File: config.mk
export PLATFORM = sky130hd
export DESIGN_NAME = ad9833_wave_ctrl_flat
export DESIGN_NICKNAME = d
export VERILOG_FILES = /design/src/rtl/ad9833_wave_ctrl_if.sv /design/src/rtl/ad9833_wave_ctrl.sv /design/src/flat_wrapper.sv
export SDC_FILE = /design/constraint.sdc
export NUM_CORES = 1
export LEC_CHECK = 0
export CAP_MARGIN = 25
export CORE_MARGIN = 2
export CORE_UTILIZATION = 35
export CTS_CLUSTER_SIZE = 10
export DETAILED_ROUTE_END_ITERATION = 16
export GPL_TIMING_DRIVEN = 0
export PLACE_DENSITY = 0.57
export SLEW_MARGIN = 15
export SYNTH_ARGS = -nofsm -noshare
export SYNTH_HDL_FRONTEND = slang
export SYNTH_SLANG_ARGS = --single-unit
File: constraint.sdc
create_clock -name sys_clk_i -period 3.3 [get_ports sys_clk_i]
set_input_delay 0.66 -clock sys_clk_i [delete_from_list [all_inputs] [get_ports sys_clk_i]]
set_output_delay 0.66 -clock sys_clk_i [all_outputs]
set_load 0.03 [all_outputs]
File: src/rtl/ad9833_wave_ctrl_if.sv
// Request and engine signals for ad9833_wave_ctrl.
// slave  : the controller's view (takes requests, drives the serial engine).
// master : the host/engine side's view.
interface ad9833_wave_ctrl_if;
  logic        cfg_valid_i;
  logic        cfg_ready_o;
  logic [27:0] freq_word_i;
  logic [11:0] phase_word_i;
  logic [1:0]  wave_sel_i;
  logic        done_o;
  logic        err_o;
  logic        eng_start_o;
  logic [15:0] eng_data_o;
  logic        eng_busy_i;

  modport slave (
    input  cfg_valid_i, freq_word_i, phase_word_i, wave_sel_i, eng_busy_i,
    output cfg_ready_o, done_o, err_o, eng_start_o, eng_data_o
  );

  modport master (
    output cfg_valid_i, freq_word_i, phase_word_i, wave_sel_i, eng_busy_i,
    input  cfg_ready_o, done_o, err_o, eng_start_o, eng_data_o
  );
endinterface

File: src/rtl/ad9833_wave_ctrl.sv
// AD9833 waveform controller: turns one {freq, phase, wave} request into the
// ordered 16-bit AD9833 word sequence and hands the words one at a time to the
// serial engine (start pulse + data, busy feedback). Always programs
// FREQ0/PHASE0 with FSELECT=PSELECT=0.
// Optional feature macro: AD9833_FAST_RETUNE_EN -- when defined, a request that
// only changes frequency after a completed sequence is sent as a 3-word
// glitch-free retune (no RESET).
module ad9833_wave_ctrl #(
  parameter int unsigned GAP_CYCLES  = 4,
  parameter int unsigned ACK_TIMEOUT = 16
) (
  input logic               sys_clk_i,
  input logic               rst_n_i,
  ad9833_wave_ctrl_if.slave bus
);

  localparam int unsigned TMAX = (GAP_CYCLES > ACK_TIMEOUT) ? GAP_CYCLES : ACK_TIMEOUT;
  localparam int unsigned TW   = $clog2(TMAX + 1);

  typedef enum logic [2:0] {
    S_IDLE,
    S_LOAD,
    S_ACK,
    S_BUSY,
    S_GAP
  } state_t;

  state_t      state, state_nxt;
  logic [2:0]  idx, idx_nxt;
  logic [TW-1:0] timer, timer_nxt;
  logic [27:0] freq_q;
  logic [11:0] phase_q;
  logic [1:0]  wave_q;
  logic        fast_q;
  logic        fast_now;
  logic        accept;
  logic        load_data;
  logic [15:0] data_nxt;
  logic [15:0] data_q;
  logic        start;
  logic        done;
  logic        err;

  function automatic logic [15:0] wave_bits(input logic [1:0] w);
    logic [15:0] b;
    case (w)
      2'd0:    b = 16'h0000;
      2'd1:    b = 16'h0002;
      2'd2:    b = 16'h0028;
      default: b = 16'h0020;
    endcase
    return b;
  endfunction

  function automatic logic [15:0] word_of(input logic [2:0]  i,
                                          input logic [27:0] f,
                                          input logic [11:0] p,
                                          input logic [1:0]  w,
                                          input logic        fast);
    logic [15:0] d;
    d = '0;
    if (fast) begin
      case (i)
        3'd0:    d = 16'h2000 | wave_bits(w);
        3'd1:    d = {2'b01, f[13:0]};
        3'd2:    d = {2'b01, f[27:14]};
        default: d = '0;
      endcase
    end else begin
      case (i)
        3'd0:    d = 16'h2100;
        3'd1:    d = {2'b01, f[13:0]};
        3'd2:    d = {2'b01, f[27:14]};
        3'd3:    d = {4'hC, p};
        3'd4:    d = 16'h2000 | wave_bits(w);
        default: d = '0;
      endcase
    end
    return d;
  endfunction

  assign accept = bus.cfg_valid_i && (state == S_IDLE);

`ifdef AD9833_FAST_RETUNE_EN
  logic programmed;

  // phase_q/wave_q double as the "last request" values for the retune decision
  assign fast_now = programmed && (bus.phase_word_i == phase_q) && (bus.wave_sel_i == wave_q);

  // Programmed flag: set by a completed sequence, cleared by abort or reset
  always_ff @(posedge sys_clk_i) begin
    if (!rst_n_i) begin
      programmed <= 1'b0;
    end else if (done) begin
      programmed <= 1'b1;
    end else if (err) begin
      programmed <= 1'b0;
    end
  end
`else
  assign fast_now = 1'b0;
`endif

  // State, counters, request and engine-data registers
  always_ff @(posedge sys_clk_i) begin
    if (!rst_n_i) begin
      state   <= S_IDLE;
      idx     <= '0;
      timer   <= '0;
      freq_q  <= '0;
      phase_q <= '0;
      wave_q  <= '0;
      fast_q  <= 1'b0;
      data_q  <= '0;
    end else begin
      state <= state_nxt;
      idx   <= idx_nxt;
      timer <= timer_nxt;
      if (accept) begin
        freq_q  <= bus.freq_word_i;
        phase_q <= bus.phase_word_i;
        wave_q  <= bus.wave_sel_i;
        fast_q  <= fast_now;
      end
      if (load_data) begin
        data_q <= data_nxt;
      end
    end
  end

  // Next-state and pulse outputs; the engine word is registered on entry to
  // S_LOAD (taken straight from the inputs on accept) so it is valid together
  // with the start pulse and held until the next word is loaded.
  always_comb begin
    state_nxt = state;
    idx_nxt   = idx;
    timer_nxt = timer;
    load_data = 1'b0;
    data_nxt  = '0;
    start     = 1'b0;
    done      = 1'b0;
    err       = 1'b0;
    case (state)
      S_IDLE: begin
        if (bus.cfg_valid_i) begin
          state_nxt = S_LOAD;
          idx_nxt   = '0;
          load_data = 1'b1;
          data_nxt  = word_of(3'd0, bus.freq_word_i, bus.phase_word_i,
                              bus.wave_sel_i, fast_now);
        end
      end
      S_LOAD: begin
        start     = 1'b1;
        timer_nxt = '0;
        state_nxt = S_ACK;
      end
      S_ACK: begin
        if (bus.eng_busy_i) begin
          state_nxt = S_BUSY;
        end else if (timer == TW'(ACK_TIMEOUT - 1)) begin
          err       = 1'b1;
          state_nxt = S_IDLE;
        end else begin
          timer_nxt = timer + TW'(1);
        end
      end
      S_BUSY: begin
        timer_nxt = '0;
        if (!bus.eng_busy_i) begin
          state_nxt = S_GAP;
        end
      end
      S_GAP: begin
        if (timer == TW'(GAP_CYCLES - 1)) begin
          if (idx == (fast_q ? 3'd2 : 3'd4)) begin
            done      = 1'b1;
            state_nxt = S_IDLE;
          end else begin
            idx_nxt   = idx + 3'd1;
            load_data = 1'b1;
            data_nxt  = word_of(idx + 3'd1, freq_q, phase_q, wave_q, fast_q);
            state_nxt = S_LOAD;
          end
        end else begin
          timer_nxt = timer + TW'(1);
        end
      end
      default: state_nxt = S_IDLE;
    endcase
  end

  assign bus.cfg_ready_o = (state == S_IDLE);
  assign bus.eng_start_o = start;
  assign bus.eng_data_o  = data_q;
  assign bus.done_o      = done;
  assign bus.err_o       = err;

endmodule

File: src/flat_wrapper.sv
// flat-port wrapper written by rule: the top's interface ports become plain ports
module ad9833_wave_ctrl_flat 
#(
  parameter int unsigned GAP_CYCLES  = 4,
  parameter int unsigned ACK_TIMEOUT = 16
)
  (sys_clk_i, rst_n_i, bus_cfg_valid_i, bus_freq_word_i, bus_phase_word_i, bus_wave_sel_i, bus_eng_busy_i, bus_cfg_ready_o, bus_done_o, bus_err_o, bus_eng_start_o, bus_eng_data_o);
  ad9833_wave_ctrl_if bus_i ();
  input logic sys_clk_i;
  input logic rst_n_i;
  input wire logic [$bits(bus_i.cfg_valid_i)-1:0] bus_cfg_valid_i;
  input wire logic [$bits(bus_i.freq_word_i)-1:0] bus_freq_word_i;
  input wire logic [$bits(bus_i.phase_word_i)-1:0] bus_phase_word_i;
  input wire logic [$bits(bus_i.wave_sel_i)-1:0] bus_wave_sel_i;
  input wire logic [$bits(bus_i.eng_busy_i)-1:0] bus_eng_busy_i;
  output wire logic [$bits(bus_i.cfg_ready_o)-1:0] bus_cfg_ready_o;
  output wire logic [$bits(bus_i.done_o)-1:0] bus_done_o;
  output wire logic [$bits(bus_i.err_o)-1:0] bus_err_o;
  output wire logic [$bits(bus_i.eng_start_o)-1:0] bus_eng_start_o;
  output wire logic [$bits(bus_i.eng_data_o)-1:0] bus_eng_data_o;
  assign bus_i.cfg_valid_i = bus_cfg_valid_i;
  assign bus_i.freq_word_i = bus_freq_word_i;
  assign bus_i.phase_word_i = bus_phase_word_i;
  assign bus_i.wave_sel_i = bus_wave_sel_i;
  assign bus_i.eng_busy_i = bus_eng_busy_i;
  assign bus_cfg_ready_o = bus_i.cfg_ready_o;
  assign bus_done_o = bus_i.done_o;
  assign bus_err_o = bus_i.err_o;
  assign bus_eng_start_o = bus_i.eng_start_o;
  assign bus_eng_data_o = bus_i.eng_data_o;
  ad9833_wave_ctrl #(.GAP_CYCLES(GAP_CYCLES), .ACK_TIMEOUT(ACK_TIMEOUT)) u_core (.sys_clk_i(sys_clk_i), .rst_n_i(rst_n_i), .bus(bus_i));
endmodule
After elaboration in Yosys (flattened, before gate mapping)
Index checks and enable logic that the tools add are counted.
{"block": "word_totals", "mem_count": 0, "word_cells": 72, "ramBits": 0, "romBits": 0, "register_bits": 69, "out_inout_bits": 20, "latchBits": 0, "inputBits": 46}
{"block": "op_classes", "magnitude_cmp": 0, "reduce_logical": 10, "eq_ne": 21, "muxes": 32, "shifts": 0, "multipliers": 0, "n_bitwise": 0, "n_div": 0, "add_sub_neg": 2}
{"operator": "$pmux 16 s5", "n": 1}
{"operator": "$mux 16", "n": 2}
{"operator": "$pmux 16 s2", "n": 1}
{"operator": "$mux 3", "n": 8}
{"operator": "$pmux 6 s3", "n": 1}
{"operator": "$mux 5", "n": 3}
{"operator": "$pmux 3 s5", "n": 1}
{"operator": "$pmux 5 s3", "n": 1}
{"operator": "$mux 14", "n": 1}
{"operator": "$eq 3x2->1 const B", "n": 4}
{"operator": "$ne 2x2->1 const B", "n": 6}
{"operator": "$reduce_and 4->1", "n": 3}
{"operator": "$mux 1", "n": 11}
{"operator": "$eq 3x3->1 const B", "n": 3}
{"operator": "$eq 3x1->1 const B", "n": 2}
{"operator": "$logic_not 3->1", "n": 2}
{"operator": "$pmux 3 s2", "n": 1}
{"operator": "$add 5x1->5 const B", "n": 1}
{"operator": "$eq 5x2->1 const B", "n": 1}
{"operator": "$eq 5x4->1 const B", "n": 1}
{"operator": "$add 3x1->3 const B", "n": 1}
{"operator": "$ne 3x2->1 const B", "n": 1}
{"operator": "$reduce_bool 3->1", "n": 1}
{"operator": "$eq 2x1->1 const B", "n": 1}
{"operator": "other kinds (7)", "n": 7}

Depth between registers and ports, before layout
{"block": "depth", "ltp_word": 6, "ltp_mapped": 8, "mapped_depth_nobuf": 7}

Least setup slack after synthesis
Ideal clock, no wire load.
{"block": "synth_timing", "path_kind": "register to output", "start": "register u_core.timer[0]", "end": "output bus_done_o", "setup_slack_ns": 0.856, "stages_incl_launch_ff": 5, "t_required_ns": 2.640, "arrival_time_ns": 1.784, "path_buffers": 1, "path_cell_list": "dfxtp_1 -> ha_1 -> or4b_1 -> buf_2 -> nor3_1"}
{"block": "synth_via", "elab_chain_len": 3}
{"item": "start: declaration", "line_no": "ad9833_wave_ctrl.sv:30", "rtl": "logic [TW-1:0] timer, timer_nxt;"}
{"item": "start signal: assignment", "line_no": "ad9833_wave_ctrl.sv:118", "rtl": "timer <= timer_nxt;"}
{"item": "$eq 5x2->1", "line_no": "ad9833_wave_ctrl.sv:175", "rtl": "if (timer == TW'(GAP_CYCLES - 1)) begin"}
{"item": "$mux 1", "line_no": "ad9833_wave_ctrl.sv:175"}
{"item": "$mux 1", "line_no": "ad9833_wave_ctrl.sv:143", "rtl": "case (state)"}
{"item": "end: declaration", "line_no": "flat_wrapper.sv:17", "rtl": "output wire logic [$bits(bus_i.done_o)-1:0] bus_done_o;"}
Every way passes these cells.

Final worst setup path
Ends and elaborated chain as after synthesis.

==> run summary <==
status: complete, no violations
M2 GR Usage: 28.3%
Sw Ratio: 27.6%
internal power: 0.00148 W
Seq/Total Area, Yosys: 43.5%
crit share post-route: 93.9%
I/O pins: 66
initial antenna violation count: 0
worst reg-to-reg setup slack: 1.12 ns
Post-CTS Hold Fix Bufs: 0
Initial Utilization: 36.2%
Min Clock Period, post-route: 3.10 ns
Clock Pin Slew Worst Setup and Hold Paths: 0.07 ns
drt first-iter violations: 147
CP Buf/Inv Count: 2
pre-CTS setup slack: 0.385 ns
net load switching power: 0.000566 W
Remaining DRCs: 0
RSZ-0062 raised after global routing: no
global route overflow: 0
CP Max Fanout: 5
Peak Freq: 323 MHz
buffer type at the clock tree root: clkbuf_8
Least-Margin Pin Slew: 0.628 ns
CP Cell Sequence: ha_1 > or4b_1 > buf_2 > nor3_1 > clkdlybuf4s50_1
Crit Path Category: reg2out
Slowest Stage Delay on Critical Path: 0.71 ns
Post-Synthesis Cells: 407
Final #Nets: 535
routability cong.: 0.790
WP depth: 5
Max Slew Vio Count: 0
Clock Tree Buf Depth: 2
CTS resizes: 0
Clock Skew: 0.0121 ns
Die Y: 99.2 um
crit path DAT: 2.44 ns
# H-tree levels: 3
clock sink count: 69
Die Width: 99.2 um
Clk pwr share: 38.9%
Antenna Cells: 0
vias in the first global route: 2799
synthesized cell area: 3170 sq um
setup violators final: 0
met3 Use GR: 2.74%
largest net degree at the start of global routing: 14
worst skew pair latency: 0.34 ns
Crit path required time: 2.64 ns
max cap viols: 0
slowest CP cell: clkdlybuf4s50_1
CP Capture Type: output port
share of cells above drive strength 1: 9.45%
via count: 2998
num rows: 34
busiest grt layer: met2
met1 Track Usage GR: 26.4%
Worst Slack Setup Final: 0.200 ns
post-route ant nets: 0
highest ir drop seen on vdd: 0.000197 V
Reg power frac: 44.8%
Mean Syn Cell Area: 7.80 sq um
Post-CTS Setup Bufs: 0
final hold vios: 0
Synth cell types: 49
CTS tree: done
DR pass1 iterations: 6
cell count of the worst reg-to-reg path: 8
first-pass GRT wire length: 14100 um
Hold WC Path Type: reg2reg
CP delay by family, top: buffers and inverters
static leakage: 1.56 nW
Comb pwr share: 16.3%
ys flop type: dfxtp_1
hpwl dp: 6580 um
Core ar.: 8760 sq um
GRT Resource Usage Total: 18.3%
Die ar.: 9840 sq um
DR vias/cell: 5.04
total routed wirelength: 8990 um
power density over cell area: 490 nW/um^2
Num CTS Buffers: 9
capturing point of the worst reg2reg path: u_core.bus.eng_data_o[9]$_SDFFE_PN0P_
EDFF count, synth: 0
RR Startpoint: u_core.idx[0]$_SDFFE_PN0P_
Area growth syn-to-layout: 31.7%
Slew HR: 58.0%
number of synthesis warnings: 0
Port Buffers: 64
Setup TNS Final: 0 ns
wire per inst: 15.1 um
CP Launch Type: register
Post-synth ARST share: 0%
flops & latches, synth: 69
post-synthesis net count: 460
Crit. Startpoint: u_core.timer[0]$_SDFFE_PN0P_
Worst Setup EP: bus_done_o
## metal layers
| metal | part of all wire, % | vias up |
|---|---|---|
| met3 | 5.0 | 5 |
| met5 | 0 | - |
| li1 | - | 1547 |
| met1 | 51 | 1373 |
| met2 | 43 | 73 |
| met4 | 0.85 | 0 |
## tightest hold or removal path, delay by kind of cell, from the launching register on
kind            cells  cell delay, ns
compound gates      1            0.05
flops               1            0.31
simple gates        1            0.05
## power by group through the flow
stage                     Combinational [W]  Clock [W]  Sequential (W)
final                              0.000333   0.000797        0.000917
after global routing               0.000367   0.000847        0.000924
after CTS                          0.000334   0.000807        0.000917
after detailed placement           0.000334          0        0.000936
after global placement             0.000330          0        0.000934
after floorplan                    0.000197          0        0.000932
## kinds of logic (layout without fill, tap and decap cells)
logic type | after synthesis | in the layout | synth area share, %
simple gates | 184 | 184 | 26.4
compound gates | 107 | 107 | 19.9
flops | 69 | 69 | 43.5
buf+inv | 35 | 115 | 5.91
fa+ha+maj | 7 | 7 | 2.76
mux | 3 | 3 | 0.946
xor+xnor | 2 | 2 | 0.552
## layout make-up
class                           count  area, sq um
Tap cell                          108          135
Buffer                             30          169
Sequential cell                    69         1380
Fill cell                         903         4580
Clock buffer                       10          138
Timing Repair Buffer               64          641
Clock inverter                      6         93.8
Multi-Input combinational cell    303         1600
Inverter                            5         18.8
## worst min path at each step
stage | to | cells past startpoint | startpoint
CTS | u_core.bus.eng_data_o[6]$_SDFFE_PN0P_ | 2 | u_core.bus.eng_data_o[6]$_SDFFE_PN0P_
finish | u_core.bus.eng_data_o[6]$_SDFFE_PN0P_ | 2 | u_core.bus.eng_data_o[6]$_SDFFE_PN0P_
floorplan | u_core.freq_q[19]$_SDFFE_PN0P_ | 2 | u_core.freq_q[19]$_SDFFE_PN0P_
global route | u_core.freq_q[9]$_SDFFE_PN0P_ | 2 | u_core.freq_q[9]$_SDFFE_PN0P_
detailed placement | u_core.phase_q[0]$_SDFFE_PN0P_ | 2 | u_core.phase_q[0]$_SDFFE_PN0P_
global placement | u_core.phase_q[0]$_SDFFE_PN0P_ | 2 | u_core.phase_q[0]$_SDFFE_PN0P_
## cells in the mapped netlist (2+ instances only)
cell        n  area share (%)
a21o_1      2            0.47
a21oi_1    75              12
a222oi_1    2            0.63
a22oi_1     2            0.47
a31oi_1     2            0.39
and3_1     14             2.8
buf_2      11             1.7
buf_6       5             1.8
clkbuf_1   12             1.4
dfxtp_1    69              44
ha_1        7             2.8
inv_1       4            0.47
mux2i_1     3            0.95
nand2_1   126              15
nand2b_1    2            0.39
nand3_1     6            0.95
nor2_1     16             1.9
nor3_1      5            0.79
nor3b_2     2            0.79
o211ai_1   11             2.6
o21a_1      3            0.71
## sequential cells by signal (all words and copies together), names as in the netlist
register               cells
u_core.bus.eng_data_o     16
u_core.freq_q             28
u_core.idx                 3
u_core.phase_q            12
u_core.state               3
u_core.timer               5
u_core.wave_q              2
## layout by cell type (no fill, tap or decap), types with 2 or more instances in the layout
cell type        count
mux2i_1              3
nand3_1              6
buf_6                5
a22oi_1              2
nor2_1              16
o21a_1               3
a222oi_1             2
dfxtp_1             69
o211ai_1            11
clkdlybuf4s50_1     64
a31oi_1              2
clkbuf_8            10
nor3_1               5
a21oi_1             75
ha_1                 7
clkbuf_1            12
and3_1              14
nor3b_2              2
inv_1                4
buf_2               11
nand2b_1             2
nand2_1            126
bufinv_16            2
clkinv_4             2
a21o_1               2
## through the flow
step / util [%] / area, sq um / std cells / power (W) / hold WS (ns)
finish: 47.7 / 4180 / 595 / 0.00205 / 0.453
global route: 47.7 / 4180 / 595 / 0.00214 / 0.476
CTS: 47.7 / 4180 / 595 / 0.00206 / 0.458
detailed placement: 45.1 / 3950 / 579 / 0.00127 / 0.442
global placement: 45.1 / 3950 / 579 / 0.00126 / 0.438
floorplan: - / 3170 / 407 / 0.00113 / 0.432
Power figures use the tool's default switching activity.
